==> config.mk <==
export PLATFORM = sky130hd
export DESIGN_NAME = mem_arbiter
export DESIGN_NICKNAME = d
export VERILOG_FILES = /design/src/rtl/mem_arbiter.sv
export SDC_FILE = /design/constraint.sdc
export NUM_CORES = 1
export LEC_CHECK = 0
export ABC_AREA = 1
export BUFFER_PORTS_ARGS = -buffer_cell sky130_fd_sc_hd__buf_2
export CAP_MARGIN = 0
export CELL_PAD_IN_SITES_DETAIL_PLACEMENT = 0
export CELL_PAD_IN_SITES_GLOBAL_PLACEMENT = 1
export CORE_ASPECT_RATIO = 0.75
export CORE_MARGIN = 1.5
export CORE_UTILIZATION = 37
export DETAILED_ROUTE_END_ITERATION = 12
export PLACE_DENSITY = 0.92
export SLEW_MARGIN = 20
export SYNTH_ARGS = -nofsm -noshare
export SYNTH_HDL_FRONTEND = slang
export SYNTH_SLANG_ARGS = --single-unit
export TNS_END_PERCENT = 30
==> constraint.sdc <==
create_clock -name clk -period 2.7 [get_ports clk]
set_clock_uncertainty 0.1 [all_clocks]
set_input_delay 0.27 -clock clk [delete_from_list [all_inputs] [get_ports clk]]
set_output_delay 0.27 -clock clk [all_outputs]
set_load 0.005 [all_outputs]
==> src/rtl/mem_arbiter.sv <==
// mem_arbiter: shares one memory-controller port between the icache (port 0,
// read fills only) and the dcache (port 1, fills and flushes).
//
// Arbitration is round-robin per transaction. A granted transaction of len words
// is split into memory bursts of mem_burstlen words. The address steps forward
// by one burst after each burst and wraps modulo 2^32.
//
// Ports:
//   clk, reset_n                          clock, async active-low reset
//   c0_addr/c0_rdreq/c0_len               port0 read request (level, held until done)
//   c0_rddata/c0_datavalid/c0_done        port0 read data strobe, completion pulse
//   c1_addr/c1_rdreq/c1_wrreq/c1_len      port1 request (rdreq wins over wrreq)
//   c1_wrdata/c1_wrnext                   port1 write word / word-consumed strobe
//   c1_rddata/c1_datavalid/c1_done        port1 read data strobe, completion pulse
//   mem_addr/mem_rdreq/mem_wrreq          burst start address and request pulses
//   mem_burstlen                          words per burst (0 behaves as 1)
//   mem_wrdata/mem_rddata/mem_datavalid   memory data beat interface
//   owner                                 current / last granted port
module mem_arbiter #(
  parameter int LEN_W = 16
) (
  input  logic             clk,
  input  logic             reset_n,
  input  logic [31:0]      c0_addr,
  input  logic             c0_rdreq,
  input  logic [LEN_W-1:0] c0_len,
  output logic [31:0]      c0_rddata,
  output logic             c0_datavalid,
  output logic             c0_done,
  input  logic [31:0]      c1_addr,
  input  logic             c1_rdreq,
  input  logic             c1_wrreq,
  input  logic [LEN_W-1:0] c1_len,
  input  logic [31:0]      c1_wrdata,
  output logic             c1_wrnext,
  output logic [31:0]      c1_rddata,
  output logic             c1_datavalid,
  output logic             c1_done,
  output logic [31:0]      mem_addr,
  output logic             mem_rdreq,
  output logic             mem_wrreq,
  input  logic [LEN_W-1:0] mem_burstlen,
  output logic [31:0]      mem_wrdata,
  input  logic [31:0]      mem_rddata,
  input  logic             mem_datavalid,
  output logic             owner
);

  typedef enum logic [1:0] {S_IDLE, S_ISSUE, S_XFER, S_DONE} state_t;

  state_t           state_q;
  logic [31:0]      addr_q;
  logic [LEN_W-1:0] len_q, total_q, bcnt_q, blen_q;
  logic             dir_q;          // 1 = write (port 1 flush)
  logic             owner_q, last_owner_q;
  logic             mem_rdreq_q, mem_wrreq_q;
  logic [31:0]      c0_rddata_q, c1_rddata_q;
  logic             c0_datavalid_q, c1_datavalid_q, c0_done_q, c1_done_q;

  logic             pend0, pend1, grant1;
  logic [LEN_W-1:0] total_d, bcnt_d, len_d;

  assign pend0   = c0_rdreq;
  assign pend1   = c1_rdreq | c1_wrreq;
  // On a tie the port that did not win last time gets the grant.
  assign grant1  = pend1 & (~pend0 | ~last_owner_q);
  assign len_d   = grant1 ? c1_len : c0_len;
  assign total_d = total_q + 1'b1;
  assign bcnt_d  = bcnt_q + 1'b1;

  // Write data is passed straight through; the word is consumed on the same
  // cycle the memory accepts it.
  assign mem_wrdata = c1_wrdata;
  assign c1_wrnext  = (state_q == S_XFER) & dir_q & mem_datavalid;

  assign mem_addr     = addr_q;
  assign mem_rdreq    = mem_rdreq_q;
  assign mem_wrreq    = mem_wrreq_q;
  assign owner        = owner_q;
  assign c0_rddata    = c0_rddata_q;
  assign c1_rddata    = c1_rddata_q;
  assign c0_datavalid = c0_datavalid_q;
  assign c1_datavalid = c1_datavalid_q;
  assign c0_done      = c0_done_q;
  assign c1_done      = c1_done_q;

  always_ff @(posedge clk or negedge reset_n) begin
    if (!reset_n) begin
      state_q        <= S_IDLE;
      addr_q         <= '0;
      len_q          <= '0;
      total_q        <= '0;
      bcnt_q         <= '0;
      blen_q         <= '0;
      dir_q          <= 1'b0;
      owner_q        <= 1'b0;
      last_owner_q   <= 1'b1;
      mem_rdreq_q    <= 1'b0;
      mem_wrreq_q    <= 1'b0;
      c0_rddata_q    <= '0;
      c1_rddata_q    <= '0;
      c0_datavalid_q <= 1'b0;
      c1_datavalid_q <= 1'b0;
      c0_done_q      <= 1'b0;
      c1_done_q      <= 1'b0;
    end else begin
      // Pulse outputs default low every cycle.
      mem_rdreq_q    <= 1'b0;
      mem_wrreq_q    <= 1'b0;
      c0_datavalid_q <= 1'b0;
      c1_datavalid_q <= 1'b0;
      c0_done_q      <= 1'b0;
      c1_done_q      <= 1'b0;
      case (state_q)
        S_IDLE: begin
          if (pend0 | pend1) begin
            owner_q <= grant1;
            addr_q  <= (grant1 ? c1_addr : c0_addr) & ~32'h3;
            len_q   <= len_d;
            dir_q   <= grant1 & ~c1_rdreq;
            total_q <= '0;
            bcnt_q  <= '0;
            if (len_d == '0) begin
              // Empty transaction completes without touching memory.
              state_q   <= S_DONE;
              c0_done_q <= ~grant1;
              c1_done_q <= grant1;
            end else begin
              state_q     <= S_ISSUE;
              mem_rdreq_q <= ~(grant1 & ~c1_rdreq);
              mem_wrreq_q <= grant1 & ~c1_rdreq;
            end
          end
        end
        S_ISSUE: begin
          blen_q  <= (mem_burstlen == '0) ? {{(LEN_W-1){1'b0}}, 1'b1} : mem_burstlen;
          state_q <= S_XFER;
        end
        S_XFER: begin
          if (mem_datavalid) begin
            total_q <= total_d;
            if (!dir_q) begin
              if (owner_q) begin
                c1_rddata_q    <= mem_rddata;
                c1_datavalid_q <= 1'b1;
              end else begin
                c0_rddata_q    <= mem_rddata;
                c0_datavalid_q <= 1'b1;
              end
            end
            if (total_d == len_q) begin
              state_q   <= S_DONE;
              c0_done_q <= ~owner_q;
              c1_done_q <= owner_q;
            end else if (bcnt_d == blen_q) begin
              // Next burst starts right after the one just completed.
              addr_q      <= addr_q + {{(30-LEN_W){1'b0}}, blen_q, 2'b00};
              bcnt_q      <= '0;
              state_q     <= S_ISSUE;
              mem_rdreq_q <= ~dir_q;
              mem_wrreq_q <= dir_q;
            end else begin
              bcnt_q <= bcnt_d;
            end
          end
        end
        S_DONE: begin
          last_owner_q <= owner_q;
          state_q      <= S_IDLE;
        end
        default: state_q <= S_IDLE;
      endcase
    end
  end

endmodule
==> results of run 1 <==
==> stage by stage <==
| stage | cells | setup TNS, ps | setup slack, ps | cell area (um2) |
|---|---|---|---|---|
| 2_1_floorplan | 1565 | 0 | 513 | 10800 |
| 3_3_place_gp | 2134 | 0 | 139 | 12300 |
| 3_5_place_dp | 2134 | 0 | 16.0 | 12300 |
| 4_1_cts | 2210 | -16.1 | -6.82 | 13300 |
| 5_1_grt | 2218 | -16.9 | -9.34 | 13500 |
| 6_report | 2218 | 0 | 126 | 13500 |
==> synth_stat cells (4+ instances only) <==
cell / n / area [um2]
nand4_1: 58 / 363
nor2_1: 121 / 454
nor2_4: 6 / 67.6
o21ai_0: 165 / 826
a21oi_1: 25 / 125
nor2_2: 8 / 50.1
nand3_1: 105 / 526
buf_4: 37 / 278
o2bb2ai_1: 4 / 35.0
clkbuf_1: 41 / 154
nand3b_1: 20 / 150
o21bai_1: 12 / 90.1
inv_1: 166 / 623
ha_1: 18 / 225
nand2_2: 6 / 37.5
and2_1: 4 / 25.0
buf_2: 7 / 35.0
xor2_1: 9 / 78.8
o22ai_1: 15 / 93.8
nor4_1: 5 / 31.3
nor3_1: 8 / 40.0
nand3_2: 4 / 40.0
nand2_1: 503 / 1890
dfrtp_1: 168 / 4200
or2_2: 7 / 43.8
o21ai_1: 17 / 85.1
inv_2: 5 / 18.8
==> repair_timing <==
item,4_1_cts,5_1_grt
pin swaps,0,3
hold endpoints to repair,108,0
setup buffers,0,7
cloned,0,1
hold buffers,44,0
resized for setup,0,17
setup endpoints to repair,4,51
==> worst reg2reg max path: cells and delay by family, from the launching register on <==
family	cells	cell delay (ps)
and+or+nand+nor	11	1340
DFF	1	440
buffers and inverters	2	400
adders and majority gates	1	190
==> power groups by stage <==
stage                     Clock, W  Sequential, W  Combinational [W]
final                      0.00247        0.00455            0.00712
after global routing       0.00262        0.00468            0.00799
after CTS                  0.00252        0.00452            0.00686
after detailed placement         0        0.00454            0.00679
after global placement           0        0.00452            0.00668
after floorplan                  0        0.00431            0.00434
==> sequential cells by signal, summed over array words and instances, names as in the netlist, 2 cells and up <==
| signal | cells |
|---|---|
| mem_addr | 30 |
| c0_rddata | 32 |
| state_q | 2 |
| total_q | 16 |
| c1_rddata | 32 |
| bcnt_q | 16 |
| blen_q | 16 |
| len_q | 16 |
==> final timing paths <==
kind | endpoint | startpoint
worst min-delay path | c0_rddata[28] | mem_rddata[28]
worst min register to register | c1_rddata[7] | c1_rddata[7]
worst max-delay path | mem_addr[6] | total_q[1]
min in group asynchronous | mem_addr[27] | reset_n
worst max register to register | mem_addr[6] | total_q[1]
max in group asynchronous | c0_done | reset_n
==> cells by family (layout without fill, tap and decap cells) <==
group / after synthesis / count (layout) / share of synthesized area
AO/OA/AOI/OAI: 242 / 242 / 0.118
XOR/XNOR: 14 / 14 / 0.0139
adder cells (fa/ha/maj): 19 / 19 / 0.0227
buffers and inverters: 261 / 529 / 0.106
flip-flops: 169 / 169 / 0.391
multiplexers: 2 / 2 / 0.00185
other: 1 / 2 / 0.000347
AND/OR/NAND/NOR: 856 / 856 / 0.345
==> area by class of cell <==
| type | count | area share |
|---|---|---|
| Multi-Input combinational cell | 1135 | 0.408 |
| Sequential cell | 169 | 0.314 |
| Timing Repair Buffer | 325 | 0.151 |
| Inverter | 172 | 0.0479 |
| Tap cell | 385 | 0.0357 |
| Clock buffer | 17 | 0.0315 |
| Clock inverter | 15 | 0.0120 |
==> layer usage <==
| metal | vias up | global-route usage |
|---|---|---|
| li1 | 5552 | - |
| met4 | 2 | 0.0632 |
| met3 | 49 | 0.0628 |
| met5 | - | 0 |
| met1 | 5281 | 0.341 |
| met2 | 501 | 0.351 |
==> impl_results.md, run 1 <==
* Status: complete, no violations
* Most used cell along the critical path: nand2_1
* Die height at 151 um
* Layout overhead on the synthesized area at 24.7%
* Routed wire length at 36,200 um
* Total power at 0.0141 W
* Root Buffer: clkbuf_16
* Gate Count Post-Synth at roughly 1,600
* Most common cell after layout, fill and taps aside: nand2_1
* Met3 WL at 3300 um
* Sw Pwr at 0.00666 W
* Final Slew Violations at 0
* Clk sinks at between 150 and 200
* Largest net degree at the start of global routing at 65
* Crit end category: flip-flop
* CTS tree: built
* Total iterations of the first detailed-routing run at 5
* Num rows at 53
* P per Cell Area at 1050 nW/um2
* GRT Overall Usage at 0.237
* First-pass GRT wire length at 56,700 um
* Layout Utilization at 0.475
* DR vias at 11,400
* Worst slew pin tran at 883 ps
* Yosys warns at 0
* Asr flop ratio synth at 1.00
* Iter 0 DRT Violations at around 900
* Worst-path fanout max at 20
* CP Depth at 14
* Starting Density at 0.381
* CP cell instances: ha_4 -> nand2_1 -> nor2_4 -> buf_4 -> nand4_1 -> nand3_1 -> nand2_1 -> nor2_1 -> nand2_1 -> nor2_2 -> nand3_4 -> buf_6 -> nand4_1 -> nand2_1
* VDD IR max at 0.693 mV
* Max-Cap Viols at 0
* Most frequent cells in the layout: 501 x nand2_1, 246 x buf_2, 166 x inv_1, 165 x o21ai_0, 165 x dfrtp_1
* Final antenna-violating net count at 0
* DR DRC count at 0
* Via/cell ratio at between 5 and 6
* Setup Crit Path Kind: flip-flop to flip-flop
* Top layer in use: met5
* I/O Buffers at 247
* Worst endpoint required time at 2930 ps
* # diodes at 0
* Grt total ovfl at 0
* Fill cells at 2,883
* FF-to-FF path depth at 14
* Netlist cell types at 39
* Switching part of the total at 0.471
* # nets final at roughly 2,000
* Wire length per cell at 16.3 um
* Clk pwr share at 0.175
* Storage element area at around 4200 um2
* Detailed route wirelength on metal2 at 15,200 um
* Area of the multi-input gates at 5500 um2
* Flops & latches, synth at 169
* Max Root-Sink Buffers at 2
* CP peak stage delay at 440 ps
* P_leak at 6.94 nW
* Comb pwr share at 0.503
* Largest delay share family, worst path: simple AND/OR/NAND/NOR gates
* Final setup fails at 0
* Worst R2R Setup Slack at about 130 ps
* Sequential share of the synthesized area at 0.391
* Initial antenna violation count at 1
* GPL Wtd Cong at roughly 0.9
* Tmin final at 2570 ps
* HPWL Detailed at 27,200 um
* Max Fclk at around 0.39 GHz
* Die Span X at around 200 um
* Crit-path slowest cell: dfrtp_1
* CP arrival at roughly 2800 ps
* # IOs at 318
* CTS clk-pin slew, worst paths at 80 ps
* Cell area after synthesis at 10,800 um2
* Avg Inst Size Synth at 6.91 um2
* WL met1 at 17,000 um
* WP buf/inv at 2
* Crit share post-route at 0.953
* Core area at approximately 28,000 um2
* EDFF count, synth at 0
* Sequential Power Share at 0.322
* Num CTS Buffers at 17
* Final Hold Violating Endpoints at 0
* Worst hold stages at 3
* Number of global-route vias before repair at 10,500
* Worst-Skew Late Latency at 450 ps
* Hold Crit Class: input port to flip-flop
* CP Launch Type: flip-flop
* Worst slew margin at 0.410
* Hold_ws at 21.3 ps
* Layout cells sized above 1 at 0.197
* Die ar. at 30,300 um2
* Internal Power at 0.00748 W
* Main synth FF type: dfrtp_1
* CTS HTree Levels at 4
No activity file was read; power rests on OpenSTA's default activity.
==> run 2: changes to the inputs <==
CORE_UTILIZATION = 38   (was 37)
CTS_BUF_LIST = sky130_fd_sc_hd__clkbuf_4   (was not set)
PLACE_DENSITY = 0.94   (was 0.92)
clock period = 2.8 ns   (was 2.7 ns; I/O delays follow)
==> run 2 against run 1 <==
Effect of this change: global-route usage rose by 1.0 points; worst hold slack improved by 11 ps; highest routed layer is now met4; combinational power is 4.8% lower; critical endpoint is now mem_addr[8]; worst setup slack improved by 57 ps; critical path depth unchanged.
==> impl_results.md, run 2 (synthesis gave the netlist of run 1 again) <==
* Status: complete, no violations
* Num CTS Buffers at 17
* Final setup fails at 0
* Clk pwr share at 0.115
* Crit end category: flip-flop
* Worst slew pin tran at roughly 920 ps
* Final setup margin at 183 ps
* Wire length per cell at 15.8 um
* Sequential Power Share at 0.347
* Switching part of the total at 0.490
* HPWL Detailed at roughly 26,000 um
* Worst-path fanout max at 12
* DR DRC count at 0
* Most common cell after layout, fill and taps aside: nand2_1
* FF-to-FF path depth at 14
* CP cell instances: ha_2 -> nand2_1 -> nor2_4 -> buf_4 -> nand2_1 -> nand3b_1 -> nand4_1 -> nor2_1 -> nand2_1 -> nor2_2 -> nand3_4 -> buf_4 -> nand4_1 -> nand2_1
* Number of global-route vias before repair at around 11,000
* Routed wire length at 35,800 um
* Sw Pwr at 0.00618 W
* Reg2reg start: total_q[0]
* CTS tree: built
* VDD IR max at 0.529 mV
* I/O Buffers at 247
* Die ar. at 29,500 um2
* FF-to-FF End: mem_addr[8]
* Largest delay share family, worst path: simple AND/OR/NAND/NOR gates
* Crit-path slowest cell: dfrtp_1
* CTS HTree Levels at 4
* Placed Area at between 10,000 and 15,000 um2
* Total iterations of the first detailed-routing run at 5
* Clk sinks at approximately 170
* Iter 0 DRT Violations at 944
* WP buf/inv at 2
* CP Launch Type: flip-flop
* RSZ-0062 raised after global routing: false
* # IOs at ~320
* CTS clk-pin slew, worst paths at 160 ps
* Fin Setup TNS at 0 ps
* Worst endpoint required time at between 3000 and 4000 ps
* Initial antenna violation count at 4
* Most Crowded Layer GR: met2
* Largest net degree at the start of global routing at 65
* Worst-Skew Late Latency at between 600 and 700 ps
* # nets final at 2,073
* CP arrival at 3040 ps
* Final Hold Violating Endpoints at 0
* Post-Place Setup Slack at 143 ps
* Grt total ovfl at 0
* Hold_ws at 32.0 ps
* GRT Overall Usage at 0.247
* Internal Power at 0.00642 W
* Max-Cap Viols at 0
* Setup Crit Path Kind: flip-flop to flip-flop
* CP peak stage delay at 420 ps
* Starting Density at 0.386
* Most frequent cells in the layout: 501 x nand2_1, 246 x buf_2, 168 x dfrtp_1, 166 x inv_1, 165 x o21ai_0
* Layout cells sized above 1 at 0.185
* Die Span X at 198 um
* DR vias at 11,600
* Most used cell along the critical path: nand2_1
* Max Fclk at 0.382 GHz
* Fin area at around 14,000 um2
* Num rows at 53
* Met3 GRT Util at 0.0525
* Layout Utilization at 0.488
* Max Root-Sink Buffers at 2
* Die height at 149 um
* Crit share post-route at 0.935
* End of the critical path: mem_addr[8]
* Worst R2R Setup Slack at approximately 180 ps
* Final Slew Violations at 0
* Comb pwr share at 0.538
* Core area at about 28,000 um2
* Worst slew margin at 0.386
* Root Buffer: clkbuf_4
* Final antenna-violating net count at 0
* Crit path from: total_q[0]
* GPL Wtd Cong at 0.927
* First-pass GRT wire length at 57,000 um
* Met2 Use GR at 0.381
* Tmin final at 2620 ps
* P per Cell Area at 923 nW/um2
* M1 GR Usage at 0.352
* Via/cell ratio at 5.08
* Hold Crit Class: input port to flip-flop
* Layout overhead on the synthesized area at 26.3%
* P_leak at 7.02 nW
* CP Depth at 14
==> run 2: cell count changes in the layout (fill, tap and decap cells not counted), sizes merged <==
cell	before	now
dlygate4sd3	44	102
clkinvlp	2	0
buf	280	275
diode	0	4
clkbuf	18	17
inv	176	179
clkinv	9	8
==> run 2: final cells by class <==
class	instances	area, um2
well taps	385	482
multi-input cells	1135	5480
fillers	2803	14300
inverters	172	646
diodes	4	10.0
clock inverters	15	151
clock buffers	17	128
repair buffers	377	2530
flip-flops and latches	169	4230
==> run 2: power by group through the flow <==
| stage | registers [W] | clock network (W) | logic [W] |
|---|---|---|---|
| floorplan | 0.00415 | 0 | 0.00418 |
| global placement | 0.00435 | 0 | 0.00632 |
| detailed placement | 0.00438 | 0 | 0.00644 |
| CTS | 0.00436 | 0.00150 | 0.00665 |
| global route | 0.00449 | 0.00160 | 0.00765 |
| finish | 0.00437 | 0.00145 | 0.00678 |
==> run 2: metrics by stage <==
step / total power (W) / cells
floorplan: 0.00833 / 1565
global placement: 0.0107 / 2132
detailed placement: 0.0108 / 2132
CTS: 0.0125 / 2266
global route: 0.0137 / 2274
finish: 0.0126 / 2274
==> run 2: tightest hold or removal path, delay by kind of cell <==
kind / cells / cell delay, ps
buffers and inverters: 1 / 70
AOI/OAI and AO/OA: 1 / 110
and+or+nand+nor: 3 / 250
==> run 2: timing repair <==
action	4_1_cts	5_1_grt
buffers inserted	0	4
hold buffers	102	0
hold endpoints to repair	255	0
pin swaps	0	3
resized for setup	1	10
endpoints found under the setup margin	1	46
==> run 2: metal layers <==
layer / part of all wire / wire [um]
met1: 0.46 / 16600
met2: 0.44 / 15700
met3: 0.081 / 2900
met4: 0.018 / 634
met5: 0 / 0
==> run 2: worst min-delay path by stage <==
stage | from | to | slack (ps) | cells past startpoint
global route | c1_addr[26] | mem_addr[26] | 9 | 5
floorplan | reset_n | bcnt_q[0] | -120 | 0
CTS | c1_len[6] | len_q[6] | 0.04 | 4
detailed placement | reset_n | mem_addr[30] | 200 | 1
global placement | reset_n | mem_addr[30] | 190 | 1
finish | c1_addr[29] | mem_addr[29] | 30 | 5
